--- src/rtl/checksum_pkg.sv ---
// Shared types, constants and the end-around-carry add used by the checksum engine.
package checksum_pkg;

  localparam int DATA_W = 16;
  localparam logic [DATA_W-1:0] CS_ALL_ONES = 16'hFFFF;

  typedef enum logic [1:0] {
    IDLE  = 2'd0,
    ACCUM = 2'd1,
    DONE  = 2'd2
  } cs_state_t;

  // One-pass fold is sufficient: a 16+16 sum plus its carry can never carry again.
  function automatic logic [DATA_W-1:0] ones_add(input logic [DATA_W-1:0] a,
                                                 input logic [DATA_W-1:0] b);
    logic [DATA_W:0] s;
    s = {1'b0, a} + {1'b0, b};
    return s[DATA_W-1:0] + {{(DATA_W-1){1'b0}}, s[DATA_W]};
  endfunction

endpackage

--- src/rtl/checksum_accumulator_if.sv ---
// Stream, status and downstream-counter signals of the checksum engine.
interface checksum_accumulator_if #(
  parameter int DATA_W = 16,
  parameter int CNT_W  = 16
);
  logic              start;
  logic              data_valid;
  logic [DATA_W-1:0] data_in;
  logic              data_last;
  logic              data_ready;
  logic              busy;
  logic              done;
  logic [DATA_W-1:0] checksum;
  logic [CNT_W-1:0]  word_count;
  logic              cnt_en;
  logic              cnt_clr;

  modport master (
    output start, data_valid, data_in, data_last,
    input  data_ready, busy, done, checksum, word_count, cnt_en, cnt_clr
  );

  modport slave (
    input  start, data_valid, data_in, data_last,
    output data_ready, busy, done, checksum, word_count, cnt_en, cnt_clr
  );
endinterface

--- src/rtl/checksum_accumulator_ones_adder.sv ---
// Combinational 16-bit ones-complement adder with end-around carry.
module ones_adder
  import checksum_pkg::*;
(
  input  logic [DATA_W-1:0] a,
  input  logic [DATA_W-1:0] b,
  output logic [DATA_W-1:0] sum
);
  assign sum = ones_add(a, b);
endmodule

--- src/rtl/checksum_accumulator.sv ---
// Streaming RFC 1071 checksum engine; drives a downstream word counter.
// Define CHECKSUM_VERIFY_EN to add the registered 'match' (frame verifies) output.
module checksum_accumulator
  import checksum_pkg::*;
#(
  parameter int DATA_W = 16,
  parameter int CNT_W  = 16
) (
  input  logic clk,
  input  logic clear,
  checksum_accumulator_if.slave bus
`ifdef CHECKSUM_VERIFY_EN
  ,
  output logic match
`endif
);

  cs_state_t         state, state_nxt;
  logic [DATA_W-1:0] acc, acc_nxt;
  logic [DATA_W-1:0] checksum_q;
  logic [CNT_W-1:0]  word_count_q;
  logic              done_q;
  logic              accept;
  logic              start_ok;

  ones_adder u_ones_adder (
    .a   (acc),
    .b   (bus.data_in),
    .sum (acc_nxt)
  );

  always_ff @(posedge clk) begin
    if (clear) state <= IDLE;
    else       state <= state_nxt;
  end

  always_comb begin
    state_nxt = state;
    accept    = 1'b0;
    start_ok  = 1'b0;
    case (state)
      IDLE, DONE: begin
        if (bus.start) begin
          start_ok  = 1'b1;
          state_nxt = ACCUM;
        end
      end
      ACCUM: begin
        accept = bus.data_valid;
        if (bus.data_valid && bus.data_last) state_nxt = DONE;
      end
      default: state_nxt = IDLE;
    endcase
  end

  always_ff @(posedge clk) begin
    if (clear) begin
      acc          <= '0;
      checksum_q   <= '0;
      word_count_q <= '0;
      done_q       <= 1'b0;
`ifdef CHECKSUM_VERIFY_EN
      match        <= 1'b0;
`endif
    end else begin
      done_q <= accept && bus.data_last;
      if (start_ok) begin
        acc          <= '0;
        word_count_q <= '0;
`ifdef CHECKSUM_VERIFY_EN
        match        <= 1'b0;
`endif
      end else if (accept) begin
        acc          <= acc_nxt;
        word_count_q <= word_count_q + CNT_W'(1);
        if (bus.data_last) begin
          checksum_q <= ~acc_nxt;
`ifdef CHECKSUM_VERIFY_EN
          match      <= (acc_nxt == CS_ALL_ONES);
`endif
        end
      end
    end
  end

  assign bus.data_ready = (state == ACCUM);
  assign bus.busy       = (state == ACCUM);
  assign bus.done       = done_q;
  assign bus.checksum   = checksum_q;
  assign bus.word_count = word_count_q;
  // clear also clears the downstream counter so it tracks word_count through a reset.
  assign bus.cnt_en     = accept & ~clear;
  assign bus.cnt_clr    = clear | start_ok;

endmodule
--- src/flat_wrapper.sv ---
// flat-port wrapper written by rule: the top's interface ports become plain ports
module checksum_accumulator_flat import checksum_pkg::*;
#(
  parameter int DATA_W = 16,
  parameter int CNT_W  = 16
)
  (clk, clear, bus_start, bus_data_valid, bus_data_in, bus_data_last, bus_data_ready, bus_busy, bus_done, bus_checksum, bus_word_count, bus_cnt_en, bus_cnt_clr);
  checksum_accumulator_if #(.DATA_W(DATA_W), .CNT_W(CNT_W)) bus_i ();
  input  logic clk;
  input  logic clear;
  input wire logic [$bits(bus_i.start)-1:0] bus_start;
  input wire logic [$bits(bus_i.data_valid)-1:0] bus_data_valid;
  input wire logic [$bits(bus_i.data_in)-1:0] bus_data_in;
  input wire logic [$bits(bus_i.data_last)-1:0] bus_data_last;
  output wire logic [$bits(bus_i.data_ready)-1:0] bus_data_ready;
  output wire logic [$bits(bus_i.busy)-1:0] bus_busy;
  output wire logic [$bits(bus_i.done)-1:0] bus_done;
  output wire logic [$bits(bus_i.checksum)-1:0] bus_checksum;
  output wire logic [$bits(bus_i.word_count)-1:0] bus_word_count;
  output wire logic [$bits(bus_i.cnt_en)-1:0] bus_cnt_en;
  output wire logic [$bits(bus_i.cnt_clr)-1:0] bus_cnt_clr;
  assign bus_i.start = bus_start;
  assign bus_i.data_valid = bus_data_valid;
  assign bus_i.data_in = bus_data_in;
  assign bus_i.data_last = bus_data_last;
  assign bus_data_ready = bus_i.data_ready;
  assign bus_busy = bus_i.busy;
  assign bus_done = bus_i.done;
  assign bus_checksum = bus_i.checksum;
  assign bus_word_count = bus_i.word_count;
  assign bus_cnt_en = bus_i.cnt_en;
  assign bus_cnt_clr = bus_i.cnt_clr;
  checksum_accumulator #(.DATA_W(DATA_W), .CNT_W(CNT_W)) u_core (.clk(clk), .clear(clear), .bus(bus_i));
endmodule
--- config.mk ---
export PLATFORM = sky130hd
export DESIGN_NAME = checksum_accumulator_flat
export DESIGN_NICKNAME = d
export VERILOG_FILES = /design/src/rtl/checksum_pkg.sv /design/src/rtl/checksum_accumulator_if.sv /design/src/rtl/checksum_accumulator_ones_adder.sv /design/src/rtl/checksum_accumulator.sv /design/src/flat_wrapper.sv
export SDC_FILE = /design/constraint.sdc
export NUM_CORES = 1
export LEC_CHECK = 0
export ABC_AREA = 1
export ABC_CLOCK_PERIOD_IN_PS = 3100
export BUFFER_PORTS_ARGS = -buffer_cell sky130_fd_sc_hd__buf_4
export CAP_MARGIN = 10
export CORE_MARGIN = 4
export CORE_UTILIZATION = 51
export CTS_CLUSTER_DIAMETER = 40
export DETAILED_ROUTE_END_ITERATION = 12
export GPL_TIMING_DRIVEN = 1
export PLACE_DENSITY = 0.84
export RECOVER_POWER = 50
export SLEW_MARGIN = 20
export SYNTH_ARGS = -nofsm -noshare
export SYNTH_HDL_FRONTEND = slang
export SYNTH_SLANG_ARGS = --single-unit
--- constraint.sdc ---
create_clock -name clk -period 3.1 [get_ports clk]
set_clock_uncertainty 0.2 [all_clocks]
set_input_delay 0.62 -clock clk [delete_from_list [all_inputs] [get_ports clk]]
set_output_delay 0.62 -clock clk [all_outputs]
set_load 0.01 [all_outputs]
* Word level (Yosys, flattened, before mapping)
Cells that the tools add are included.
** Cells by class
- Add/subtract/negate cells :: 3
- Multiply operators :: 0
- Div/mod/pow operators :: 0
- Magnitude comparators :: 0
- Equality and inequality tests :: 4
- Shift-type cells :: 0
- Multiplexer cells :: 6
- Bitwise logic cells :: 5
- Reduce and logical (&&, ||, !) cells :: 7
** Operator list (count)
- 16-bit by 16-bit adder with 17-bit output :: 1
- 16-bit by 1-bit adder with 16-bit output :: 1
- 16-bit by 1-bit adder with 16-bit output, second input constant :: 1
- 16-bit inverter :: 1
- 2-bit two-way mux :: 2
- 2-bit one-hot mux with 2 select lines :: 1
- 2-bit OR reduction :: 2
- 1-bit two-way mux :: 3
- 3-bit AND reduction :: 1
- 2-bit by 1-bit equality test with 1-bit output, second input constant :: 1
- 2-bit equality test, second input constant :: 1
- 1-bit logical AND :: 2
- 2-bit logical NOT :: 1
- 2-bit by 1-bit inequality test with 1-bit output, second input constant :: 1
- 2-bit inequality test, second input constant :: 1
- 1-bit inverter :: 2
- 2-bit AND reduction :: 1
- 1-bit bitwise AND :: 1
- 1-bit bitwise OR :: 1
** Storage, ports and cells
- Flip-flop bits (word level) :: 51
- Latch bits :: 0
- Memory bits (writable) :: 0
- Memory bits (read-only) :: 0
- Output and inout bits :: 37
- Word-level logic and storage cells :: 30
- Memories :: 0

* Logic depth before layout (Yosys ltp)
Gate-level depths: netlist (run 1).
- Depth after elaboration :: 5
- Mapped depth :: 23
- Depth with buffers taken out :: 23

* By module
Synthesis (run 1) repeated with hierarchy kept, for this count alone.
** Unflattened totals
- Cell total of the unflattened synthesis :: 571
- Area total of the unflattened synthesis :: 3614.7 sq um
** By module, submodules not included
- checksum_accumulator :: instances 1, cells an instance 287, area each 2093.3 sq um
- ones_adder :: instances 1, cells an instance 284, area each 1521.5 sq um

* Worst setup path after synthesis (run 1)
OpenSTA, ideal clock, no wires.
- Kind :: input to register
- Start point :: input port bus_data_in[0]
- End point :: register u_core.checksum_q[8], in the netlist u_core.bus.checksum[8]
- Arrival time :: 2.941 ns
- Data required time :: 2.784 ns
- Slack :: -0.157 ns
- Cell stages on the path :: 21
- Buffers on the path :: 0
- Cells stage by stage :: ha_1 -> fa_1 -> nand2_1 -> nand3_1 -> nand3_1 -> nand2_1 -> nand2_1 -> nand2_1 -> a21oi_1 -> o21bai_1 -> ha_1 -> ha_1 -> inv_1 -> nor2_1 -> nand3_2 -> nor2_4 -> nand2_2 -> xnor2_1 -> nand2_1 -> o211ai_1 -> inv_1
** On the way
- Cells in the longest elaborated chain, start to end :: 3
** Ends and longest elaborated chain
- from (decl) :: RTL line flat_wrapper.sv:13 : input wire logic [$bits(bus_i.data_in)-1:0] bus_data_in;
- 16-bit by 16-bit adder with 17-bit output :: RTL line checksum_pkg.sv:17 : s = {1'b0, a} + {1'b0, b};
- 16-bit by 1-bit adder with 16-bit output :: RTL line checksum_pkg.sv:18 : return s[DATA_W-1:0] + {{(DATA_W-1){1'b0}}, s[DATA_W]};
- 16-bit inverter :: RTL line checksum_accumulator.sv:77 : checksum_q <= ~acc_nxt;
- to (signal assigned) :: RTL line checksum_accumulator.sv:77
- to (decl) :: RTL line checksum_accumulator.sv:20 : logic [DATA_W-1:0] checksum_q;
Every way passes these cells.
A chain may end at the register's enable or synchronous reset.

* Final worst setup path (run 1)
- Start point :: input port bus_data_in[0]
- End point :: register u_core.acc[14]
** On the way
- Cells in the longest elaborated chain, start to end :: 2
** Ends and longest elaborated chain
- 16-bit by 16-bit adder with 17-bit output :: RTL line checksum_pkg.sv:17
- 16-bit by 1-bit adder with 16-bit output :: RTL line checksum_pkg.sv:18
- to (signal assigned) :: RTL line checksum_accumulator.sv:74 : acc <= acc_nxt;
- to (decl) :: RTL line checksum_accumulator.sv:19 : logic [DATA_W-1:0] acc, acc_nxt;
Every way passes these cells.

==> out/metrics.cfg, run 1 <==
[critical_path]
crit_buf_inv=2
slowest_stage=ha_2
rr_startpoint=u_core.acc[0]$_SDFFE_PP0P_
critPathCapture=u_core.acc[14]$_SDFFE_PP0P_
cp_max_fo=5
crit_cells=23
cp_top_family=simple AND/OR/NAND/NOR gates
path_class=input port to flop
r2r-end=u_core.acc[14]$_SDFFE_PP0P_
crit_path_cell_trace=buf_4, ha_4, fa_2, nand2_2, nand3_2, nand3_2, nand2_2, nand2_2, nand2_2, a21oi_2, o21bai_1, ha_2, ha_4, inv_2, nor2_4, nand3_2, nor2_4, nand2_4, nor2_4, nand2_1, nand2_2, nand2_2, a21oi_2
crit_top_cell=nand2_2
critical_path_arrival_ns=3.12
cp-start-kind=input port
reg2reg_depth=22
worst_path_largest_cell_delay_ns=0.23
cp.required_ns=3.14
rrSetupSlack_ns=0.05
critPathCaptureType=flop
startpoint=bus_data_in[0]

[timing]
tightest_slew_ns=0.591
finalCritPeriodShare_pct=99.4
period_minus_slack_ns=3.08
maxSlewViolCount=0
final.setup.worst_slack_ns=0.0198
hold_viol_final=0
slew_headroom_pct=60.4
setup_viol=0
rsz0062_at_grt=true
max_freq_ghz=0.325

[synth]
post-synth-top-count-cell=nand2_1
synth_top_area_share_pct=30.1
yosysTopAreaCell=dfxtp_1
synth_seq_area_share_pct=30.1
synth_common_cells=nand2_1, inv_1, dfxtp_1
synth_edf_count=0
ys_types=36
synth_area_leaders=dfxtp_1, nand2_1, inv_1, ha_1, o21ai_0
synth_compound_area_share_pct=16.2
postSynthNetCount=564
netlist_area_sq_um=3400
synthMuxAreaShare_pct=0
ys_warn_count=0
synthAdderAreaFrac_pct=7.59
synth-main-ff-cell=dfxtp_1
synth.avg_cell_area_sq_um=6.50
synthArstFlopShare_pct=0
netlist_instances=523
synth_xor_xnor_area_share_pct=2.58
synth_top_family_by_area=simple AND/OR/NAND/NOR gates
synth_simple_gate_area_share_pct=31.5
ys_seq_elements=51

[route]
drt-pass1-iter-count=4
drtIter0Drc=210
met1Wirelength_um=3970
drt_wl_total_um=9390
routed_via_density=5.25
wire_per_inst_um=13.5
met2_length_um=4690
drc=0
wl_met3_um=455
vias=3645
ant_nets=0
maxUsedRoutingLayer=met4

[clock_tree]
cts_hold_buffers=0
cts_max_path_buffers=2
cts_sinks=51
cts_tree=done
root_buffer=clkbuf_8
clk_pin_slew_ns=0.10
numCtsBuffers=5
insertion_delay_ns=0.31
htreeDepth=2

[cells_and_area]
fin_nets=657
fillers=562
drive_gt1_share_pct=23.3
diodes=0
area_growth_syn_to_layout_pct=30.8

[power_and_ir_drop]
ir_worst_vdd_v=0.000314
total_power_mw=1.54
cellPowerDensity_nw_per_um2=347
leakagePower_nw=2.15

[global_route]
gr-total-overflow=0
grt_max_degree=33
grt_use_total_pct=22.4
antenna_found_initial=0
grt_pass1_vias=3215
grt_pass1_wl_um=14200

[die]
io-pin-count=58
core_area_sq_um=6420
placementRows=29
die_h_um=89.6
die_area_sq_um=8030
start_util_pct=52.9
die_w_um=89.6

[min_path]
min-delay-start=u_core.bus.checksum[0]$_SDFFE_PP0P_
holdCritPathClass=flop to flop

[run]
drv_cap=0

[placement]
port_buffers=57
globalplace.congestion=0.889
post-place-ws_ns=-0.330
hpwl_um=6990

[outcome]
status=finished, final reports clean

[stage by stage]
stage	util, %	cells	setup TNS (ns)	hold slack, ns	cell area (sq um)
finish	69.2	694	0	0.294	4440
global route	69.2	694	-0.953	0.317	4440
CTS	66.4	686	0	0.293	4270
detailed placement	64.6	678	-4.63	0.278	4150
global placement	64.6	678	-2.40	0.254	4150
floorplan	-	523	0	0.271	3440
[where the power goes]
group	internal [mW]	total, mW	switching, mW	leakage [nW]
sequential	0.674	0.690	0.0159	0.414
clock	0.241	0.468	0.227	0.0581
combinational	0.156	0.382	0.226	1.68
total	1.07	1.54	0.470	2.15
[registers in the layout (all words and copies together), names as in the netlist]
signal and flops:
u_core.state 2, u_core.bus.done 1, u_core.acc 16, u_core.bus.checksum 16, u_core.bus.word_count 16
[area by class of cell]
cell class	count	area, sq um	share of cell area, %
Clock buffer	5	68.8	1.55
Clock inverter	3	43.8	0.986
Inverter	94	353	7.94
Multi-Input combinational cell	366	2250	50.6
Sequential cell	51	1020	23.0
Tap cell	77	96.3	2.17
Timing Repair Buffer	98	612	13.8
[cell families after synthesis]
logic type | after synthesis
flip-flops | 51
buffers and inverters | 106
AND/OR/NAND/NOR | 241
AO/OA/AOI/OAI | 95
adder cells (fa/ha/maj) | 20
XOR/XNOR | 10
[worst min-delay path by stage]
stage / end / slack [ns] / cells past startpoint
after floorplan: u_core.acc[6]$_SDFFE_PP0P_ / 0.27 / 2
after global placement: u_core.bus.checksum[0]$_SDFFE_PP0P_ / 0.25 / 2
after detailed placement: u_core.bus.checksum[0]$_SDFFE_PP0P_ / 0.28 / 2
after CTS: u_core.bus.checksum[0]$_SDFFE_PP0P_ / 0.29 / 2
after global routing: u_core.bus.checksum[0]$_SDFFE_PP0P_ / 0.32 / 2
final: u_core.bus.checksum[0]$_SDFFE_PP0P_ / 0.29 / 2
[cells in the final DEF, fill, tap and decap left out, drive strengths merged, types with 6 or more instances in the layout]
cell / synthesis / final
dfxtp: 51 / 51
nand3: 36 / 36
o21ai: 36 / 36
ha: 19 / 19
clkbuf: 6 / 38
inv: 94 / 94
a21oi: 37 / 37
o21a: 6 / 6
o21bai: 10 / 10
nor3: 6 / 6
nand4: 6 / 6
nand2: 146 / 146
buf: 6 / 65
xor2: 6 / 6
nor2: 42 / 42
[worst register-to-register path, stage by stage (launching register included)]
cell	delay (ns)
dfxtp_2	0.36
ha_4	0.14
fa_2	0.21
nand2_2	0.06
nand3_2	0.07
nand3_2	0.09
nand2_2	0.09
nand2_2	0.06
nand2_2	0.08
a21oi_2	0.05
o21bai_1	0.17
ha_2	0.23
ha_4	0.14
inv_2	0.04
nor2_4	0.10
nand3_2	0.10
nor2_4	0.13
nand2_4	0.09
nor2_4	0.16
nand2_1	0.10
nand2_2	0.11
nand2_2	0.07
a21oi_2	0.14
[layer usage]
layer	GRT usage (%)	vias up
met5	0	-
met4	7.17	0
met3	4.38	24
met2	39.1	109
met1	27.5	1667
li1	-	1845
[what timing repair did]
action	in CTS	in global routing
hold endpoints to repair	0	0
resized for setup	1	40
pin swaps	0	19
setup buffers	0	8
setup endpoints to repair	3	21
(Power assumes the default switching activity.)
==> run 2, diff against run 1 <==
--- a/config.mk
+++ b/config.mk
@@ -9,6 +9,7 @@
 export ABC_CLOCK_PERIOD_IN_PS = 3100
 export BUFFER_PORTS_ARGS = -buffer_cell sky130_fd_sc_hd__buf_4
 export CAP_MARGIN = 10
+export CORE_ASPECT_RATIO = 0.8
 export CORE_MARGIN = 4
 export CORE_UTILIZATION = 51
 export CTS_CLUSTER_DIAMETER = 40
@@ -16,6 +17,8 @@
 export GPL_TIMING_DRIVEN = 1
 export PLACE_DENSITY = 0.84
 export RECOVER_POWER = 50
+export REMOVE_ABC_BUFFERS = 1
+export SKIP_LAST_GASP = 1
 export SLEW_MARGIN = 20
 export SYNTH_ARGS = -nofsm -noshare
 export SYNTH_HDL_FRONTEND = slang
==> run 2 against run 1 <==
Net effect:
- the flow now finishes with violations (setup timing)
- cell count is 0.29% higher
- register-to-register slack worse by 0.02 ns
- global-route usage is 0.26 points higher
- sequential power is essentially flat
- total power shrank 0.97%
- utilization down 1.6 points
- combinational power about the same
- critical path type unchanged
- highest routed layer unchanged
==> out/metrics.cfg, run 2 (same netlist as run 1, synthesis figures left out) <==
[timing]
setup_viol=2
period_minus_slack_ns=3.11
maxSlewViolCount=0
hold_viol_final=0
finalCritPeriodShare_pct=100
final.setup.worst_slack_ns=-0.00841
max_freq_ghz=0.322
slew_headroom_pct=21.6
rsz0062_at_grt=true
tightest_slew_ns=1.18

[clock_tree]
cts_hold_buffers=0
root_buffer=clkbuf_8
numCtsBuffers=5
cts_tree=done
cts_sinks=51
cts_max_path_buffers=2
clk_pin_slew_ns=0.09
insertion_delay_ns=0.31
htreeDepth=2

[critical_path]
startpoint=bus_data_in[9]
cp.required_ns=3.06
critPathCaptureType=flop
rrSetupSlack_ns=0.03
cp-start-kind=input port
rr_startpoint=u_core.acc[9]$_SDFFE_PP0P_
cp_max_fo=5
path_class=input port to flop
critical_path_arrival_ns=3.07
reg2reg_depth=19

[route]
wire_per_inst_um=14.3
drc=0
ant_nets=0
drt_wl_total_um=9960
drt-pass1-iter-count=5
drtIter0Drc=329
routed_via_density=5.34
vias=3718

[die]
core_area_sq_um=6440
die_w_um=99.2
io-pin-count=58
start_util_pct=52.7
die_area_sq_um=8040
die_h_um=81.0
placementRows=26

[cells_and_area]
diodes=0
drive_gt1_share_pct=21.4
final_common_cell=nand2_1
layout_common_cells=nand2_1, inv_1, buf_4
area_growth_syn_to_layout_pct=28.2
fin_nets=653
final_area_sq_um=4350

[power_and_ir_drop]
cellPowerDensity_nw_per_um2=350
leakagePower_nw=2.12
ir_worst_vdd_v=0.000260
total_power_mw=1.53

[outcome]
status=finished, violations left
violations=setup timing

[global_route]
grt_pass1_vias=3267
gr-total-overflow=0
grt_pass1_wl_um=14800
grt_use_total_pct=22.6
antenna_found_initial=0
grt_max_degree=30

[placement]
place_area_sq_um=4120
port_buffers=57
globalplace.congestion=0.951
hpwl_um=7150

[min_path]
min-delay-start=u_core.bus.checksum[0]$_SDFFE_PP0P_
holdCritPathClass=flop to flop
hold_depth=2

[run]
drv_cap=0

run 2: cell type report:
class	count	area, sq um
Multi-Input combinational cell	366	2180
Fill cell	560	2090
Sequential cell	51	1020
Timing Repair Buffer	94	586
Inverter	94	355
Tap cell	84	105
Clock buffer	6	72.6
Clock inverter	1	30.0
run 2: critical path: stages:
cell and delay [ns]:
buf_4 0.12, ha_4 0.26, nand2_2 0.08, nor2_2 0.15, and2_4 0.16, nand2_2 0.06
nand2_2 0.08, a21oi_2 0.05, o21bai_1 0.15, ha_2 0.23, ha_4 0.15, inv_4 0.04
nor2_4 0.13, nand3_2 0.12, nor2_4 0.14, nand2_4 0.09, nor2_4 0.17, nand3_1 0.11
nand2_1 0.10, a21oi_2 0.05
run 2: what timing repair did:
item	4_1_cts	5_1_grt
resized for setup	8	39
pin swaps	3	14
endpoints found under the setup margin	8	22
setup buffers	1	4
gates cloned	0	0
run 2: worst paths after layout:
kind / to
hold / removal: u_core.bus.checksum[0]$_SDFFE_PP0P_
setup / recovery: u_core.acc[14]$_SDFFE_PP0P_
hold reg to reg: u_core.bus.checksum[0]$_SDFFE_PP0P_
setup reg to reg: u_core.acc[14]$_SDFFE_PP0P_
run 2: power breakdown:
group          internal [mW]  total, mW  switching, mW
Clock                  0.237      0.457          0.220
Sequential             0.674      0.689         0.0147
Combinational          0.152      0.379          0.227
Total                   1.06       1.53          0.462
run 2: per-layer routing:
layer | vias to the layer above | GRT usage [%] | part of all wire [%] | wire length [um]
li1 | 1838 | - | - | -
met1 | 1694 | 30.8 | 43 | 4300
met2 | 158 | 37.7 | 46 | 4620
met3 | 28 | 3.69 | 7.9 | 785
met4 | 0 | 5.59 | 2.5 | 249
met5 | - | 0 | 0 | 0
run 2: through the flow:
| stage | cells | worst slack (ns) | TNS (ns) | hold WS (ns) | util (%) |
|---|---|---|---|---|---|
| finish | 696 | -0.00841 | -0.0105 | 0.263 | 67.6 |
| global placement | 685 | -0.312 | -4.27 | 0.249 | 64.0 |
| global route | 696 | -0.138 | -1.46 | 0.308 | 67.6 |
| detailed placement | 685 | -0.409 | -6.47 | 0.251 | 64.0 |
| CTS | 693 | 0.00746 | 0 | 0.264 | 66.3 |
| floorplan | 511 | -0.193 | -1.18 | 0.271 | - |
